**src/rtl/tpg_pkg.sv**
```systemverilog
// Shared definitions for the test pattern generator: mode encodings, LFSR tap
// masks per state width, the next-state rule and the output word builder.
// Functions operate on a 32-bit container. The active width is passed in as
// an argument, and bits above that width are always returned as zero.
package tpg_pkg;

  typedef enum logic [1:0] {
    MODE_LFSR = 2'b00,
    MODE_CNT  = 2'b01,
    MODE_WALK = 2'b10,
    MODE_ADDR = 2'b11
  } tpg_mode_e;

  // Ones in the low w bits. A shift by 32 yields 0, so the result is all ones.
  function automatic logic [31:0] width_mask(input int unsigned w);
    return (32'd1 << w) - 32'd1;
  endfunction

  // Maximal-length XNOR tap positions, zero-indexed, for each legal width.
  function automatic logic [31:0] tap_mask(input int unsigned w);
    case (w)
      8:       return 32'h0000_00B8;  // 7,5,4,3
      24:      return 32'h00E1_0000;  // 23,22,21,16
      32:      return 32'h8020_0003;  // 31,21,1,0
      default: return 32'h0000_D008;  // 15,14,12,3
    endcase
  endfunction

  // State after one advance in the given mode.
  function automatic logic [31:0] next_state(input logic [31:0] x,
                                             input tpg_mode_e   mode,
                                             input logic [31:0] addr_x,
                                             input int unsigned w);
    logic [31:0] nx;
    case (mode)
      MODE_LFSR: nx = {x[30:0], ~^(x & tap_mask(w))};
      MODE_CNT:  nx = x + 32'd1;
      MODE_WALK: nx = (x == 32'd0) ? 32'd1 : ((x << 1) | (x >> (w - 1)));
      default:   nx = addr_x;
    endcase
    return nx & width_mask(w);
  endfunction

  // Output word {x, rev(x), ~rev(x), ~x}, packed into the low 4*w bits.
  function automatic logic [127:0] build_word(input logic [31:0] x,
                                              input int unsigned w);
    logic [31:0] m;
    logic [31:0] r;
    m = width_mask(w);
    r = {<<{x}};
    r = r >> (32 - w);
    return ({96'd0, x}      << (3 * w)) |
           ({96'd0, r}      << (2 * w)) |
           ({96'd0, ~r & m} << w)       |
            {96'd0, ~x & m};
  endfunction

endpackage

```
**src/rtl/tpg_core.sv**
```systemverilog
// Pattern state register. The state reloads from the seed on request, or
// steps according to the current mode. The next state is also exported so the
// parent can detect a period without recomputing it.
module tpg_core
  import tpg_pkg::*;
#(
  parameter int LFSR_W = 16,
  parameter int ADDR_W = 22
) (
  input  logic              clk,
  input  logic              resetB,
  input  logic              reload,
  input  logic              step,
  input  logic [LFSR_W-1:0] seed,
  input  logic [1:0]        mode,
  input  logic [ADDR_W-1:0] addr,
  output logic [LFSR_W-1:0] x,
  output logic [LFSR_W-1:0] x_next
);

  logic [LFSR_W-1:0] addr_x;

  // The address is zero-extended or truncated to the state width.
  assign addr_x = LFSR_W'(addr);
  assign x_next = LFSR_W'(next_state(32'(x), tpg_mode_e'(mode), 32'(addr_x), LFSR_W));

  // A reload has priority over a step; otherwise the state holds.
  // NOTE: non-blocking assignments make every register sample pre-edge values, whatever order the blocks run in.
  always_ff @(posedge clk or negedge resetB) begin
    if (!resetB) begin
      x <= '0;
    end else if (reload) begin
      x <= seed;
    end else if (step) begin
      x <= x_next;
    end
  end

endmodule

```
**config.mk**
```make
export PLATFORM = sky130hd
export DESIGN_NAME = tpg_core
export DESIGN_NICKNAME = d
export VERILOG_FILES = /design/src/rtl/tpg_pkg.sv /design/src/rtl/tpg_core.sv
export SDC_FILE = /design/constraint.sdc
export NUM_CORES = 1
export LEC_CHECK = 0
export CAP_MARGIN = 5
export CORE_MARGIN = 2
export CORE_UTILIZATION = 44
export DETAILED_ROUTE_END_ITERATION = 6
export PLACE_DENSITY = 0.89
export RECOVER_POWER = 100
export SYNTH_ARGS = -nofsm -noshare
export SYNTH_HDL_FRONTEND = slang
export SYNTH_SLANG_ARGS = --single-unit
```
**constraint.sdc**
```tcl
create_clock -name clk -period 7 [get_ports clk]
set_input_delay 2.1 -clock clk [delete_from_list [all_inputs] [get_ports clk]]
set_output_delay 2.1 -clock clk [all_outputs]
set_load 0.005 [all_outputs]
```
======== Word level (Yosys, flattened, before mapping) ========
Index checks and enable logic that the tools add are counted.
word-level totals
  input bits .............................. 44
  word-level logic and storage cells ...... 15
  bits in registers ....................... 16
operators by class
  multiplexer cells ....................... 5
  reductions and logical operators ........ 4
  eq/ne operators ......................... 2
  bitwise logic cells ..................... 2
  add/sub/neg operators ................... 1
operators with widths
  cell                                                  number
  two-way mux 16 bit                                    3
  case mux 16 bit (3 select lines)                      1
  bitwise AND 16 x 32 -> 32 bit                         1
  two-way mux 32 bit                                    1
  XNOR reduction 32 bit                                 1
  adder 16 x 1 -> 16 bit (second input constant)        1
  zero test 16 bit                                      1
  OR 16 x 1 -> 16 bit                                   1
  equality test 2 x 1 -> 1 bit (second input constant)  1
  equality test 2 bit (second input constant)           1
  zero test 2 bit                                       1
  nonzero test 2 bit                                    1

======== Longest topological paths before layout ========
  depth after elaboration ................. 7
  gate-level depth with buffers ........... 7
  depth with buffers taken out ............ 7

======== Least setup slack after synthesis ========
OpenSTA, ideal clock, no wires.
  kind .................................... input port to output port
  start point ............................. in mode[0]
  end point ............................... out x_next[1]
  cell stages on the path ................. 3
  data arrival time ....................... 3.068 ns
  setup slack ............................. 1.832 ns
  required time ........................... 4.900 ns
  cells stage by stage .................... or4b_2 > nor4_1 > a211oi_1
between the ends
  cells in the longest elaborated chain, start to end .. 2
  elaborated cells on any way between the ends .. 4
  classes of those cells .................. eq/ne: 2; mux: 1; reduce/logical: 1
ends and longest elaborated chain
  what                                               line            source
  start, declared                                    tpg_core.sv:15  input logic [1:0] mode,
  equality test 2 bit, or another cell as far along  tpg_pkg.sv:35   case (mode)
  case mux 16 bit (3 select lines) *                 tpg_pkg.sv:35
  end, declared                                      tpg_core.sv:18  output logic [LFSR_W-1:0] x_next
Every way passes the cells marked *; elsewhere a longest branch is shown, timed or not.

======== Worst setup path in the final report ========
  start point ............................. in mode[1]
  end point ............................... out x_next[15]
Same word-level chain as after synthesis.

==> results.md <==
* Status: completed
* Core area at 3390 sq um
* Pwr/cell area at around 140 nW/um^2
* Arr. time, crit path at approximately 4.5 ns
* Unique cell type count in the Yosys netlist at 46
* Yosys reg bits at 16
* Area added between synthesis and finish at 45.0%
* Clk pwr share at 0.155
* Syn avg cell area at between 7 and 8 sq um
* NetSw at 119 uW
* Setup Viol. Count Final at 0
* WL final at 5.18 mm
* Cts-stage hold buffer count at 0
* Antenna Violating Nets Remaining at 0
* Initial DRC count at 152
* Clk slew on worst S/H paths at 0.10 ns
* Top reg by flops: x
* Die extent in y at ~64 microns
* CP endpoint kind: output port
* Biggest regs: x (16)
* Syn. warnings at 0
* CP Max Fanout at 21
* Post-Syn Area at 1590 sq um
* Setup CP Type: primary input to output port
* Syn nets at 254
* Req. time, crit path at 4.90 ns
* Final Max Slew Viols at 0
* Lkg Pwr at approximately 0.89 nW
* Peak VDD IR at 104 uV
* Post-synthesis sequential area ratio at 0.252
* RD Place Congestion at between 0.8 and 0.9
* Port Buf Inserts at 69
* Routed via count at 1,872
* CTS tree: built
* CP Launch Type: primary input
* Internal power at 209 uW
* Total setup buffers inserted after CTS at 0
* First-pass detailed-route iteration total at 5
* Routed vias/inst at 6.00
* Comb power frac at 0.462
* Full die area at around 4100 sq um
* Sequential power share at 0.383
* Max reg flops at 16
* Max-Slew Margin vs Limit at 0.433
* Most common cell after layout, fill and taps aside: clkdlybuf4s50_1
* Post-cts resize count at 0
* Number of synthesized flops with an enable pin at 0
* Worst r2r path cells at 7
* Final Cycle Share at 0.939
* Total track usage at 0.259
* FP Rows at 21
* CTS Buf Count at 3
* DRC Markers at 0
* HP Class: flip-flop to flip-flop
* Clock skew at 0.00455 ns
* Clock latency on the worst-skew pair at between 0.2 and 0.3 ns
* Final nets at 315
* Crit path time final at 6.57 ns
* Fmax at 0.152 GHz
* Largest net degree at the start of global routing at 34
* Tightest Pin Transition at 0.847 ns
* Inserted Diodes at 0
* Final setup TNS at 0 ns
* H-tree level count at 1
* First-pass GRT wire length at 8.43 mm
* Initial antenna violation count at 0
* Sw frac at 0.363
* Root Buffer: clkbuf_4
* Number of global-route vias before repair at 1,779
* Fraction of layout cells with a size suffix above 1 at 0.0564
* Register area at 400 sq um
* Final-report hold violation count at 0
* Most frequent cells in the layout: clkdlybuf4s50_1, dlygate4sd3_1, nor2_1
* Maximum capacitance violations at 0
* Top-level I/O count at 76
* WL/cell at 16.6 microns
* Die width at 64.1 microns
* CTS Buffer Depth at 2
* Area of the multi-input gates at 1070 sq um
* Top_reg_cell synth: dfrtp_1
* # fillers at 294
* Fin Hold WS at 0.662 ns
* Hold Path Depth at 2
* Synth async-reset ratio at 1.00
* RSZ-0062 raised after global routing: no
* Sink Count at 16
* Grt total ovfl at 0
* DP HPWL at 3.68 mm
* Starting Density at 0.469
* Mapped Cells at between 200 and 250
-- worst paths after layout --
check                        start          to  slack (ns)
max                        mode[1]  x_next[15]        0.43
min                           x[1]        x[1]        0.66
max reg2reg                   x[0]        x[2]        4.39
min reg2reg                   x[1]        x[1]        0.66
max in group asynchronous   resetB       x[13]        4.18
min in group asynchronous   resetB       x[15]        2.32
-- critical path, cell delays in order --
cell and delay [ns]:
clkdlybuf4s50_1 0.50, buf_4 0.27, clkinv_1 0.31, nor4b_1 0.67, nor3_1 0.14, clkdlybuf4s50_1 0.47
-- Yosys cell counts, types with 4 or more instances --
master	n	area share
inv_1	9	0.021
nand2_1	14	0.033
nand2b_1	6	0.024
nand3_1	7	0.022
o22ai_1	8	0.031
mux2i_1	4	0.025
o31ai_1	4	0.019
nor3_1	9	0.028
a21oi_1	16	0.050
a221o_1	5	0.031
o21ai_0	10	0.031
dfrtp_1	16	0.25
nor3b_1	4	0.019
clkbuf_1	12	0.028
o21a_1	4	0.019
nor2_1	18	0.043
xnor2_1	7	0.039
nor2b_1	5	0.020
-- cells by family after synthesis --
kind of cell,count (synthesis),synth area share
simple gates,77,0.268
compound gates,70,0.304
buf+inv,26,0.0638
flops,16,0.252
xor+xnor,9,0.0496
mux,6,0.0394
fa+ha+maj,3,0.0236
-- per-layer routing --
layer	up-vias	track usage	wire (microns)
li1	893	-	-
met1	869	0.361	2280
met2	100	0.405	2440
met3	10	0.0387	403
met4	0	0.0931	63
met5	-	0	0
-- area by class of cell --
cell class                      count  share of cell area
Inverter                           10              0.0163
Clock buffer                        3             0.00978
Tap cell                           46              0.0250
Multi-Input combinational cell    165               0.466
Timing Repair Buffer               72               0.310
Sequential cell                    16               0.174
-- power groups by stage --
stage                     clock (mW)  sequential [mW]  combinational (mW)
final                         0.0508            0.126               0.152
after global routing          0.0540            0.128               0.167
after CTS                     0.0509            0.125               0.160
after detailed placement           0            0.127               0.159
after global placement             0            0.127               0.157
after floorplan                    0            0.116              0.0841
-- per-stage QoR --
step | setup slack (ns) | util | total power, mW | cells | area [sq um]
after floorplan | 1.83 | - | 0.201 | 207 | 1590
after global placement | 0.750 | 0.677 | 0.284 | 309 | 2300
after detailed placement | 0.726 | 0.677 | 0.287 | 309 | 2300
after CTS | 0.706 | 0.684 | 0.337 | 312 | 2320
after global routing | 0.335 | 0.680 | 0.349 | 312 | 2300
final | 0.430 | 0.680 | 0.329 | 312 | 2300
(Power assumes the default switching activity.)
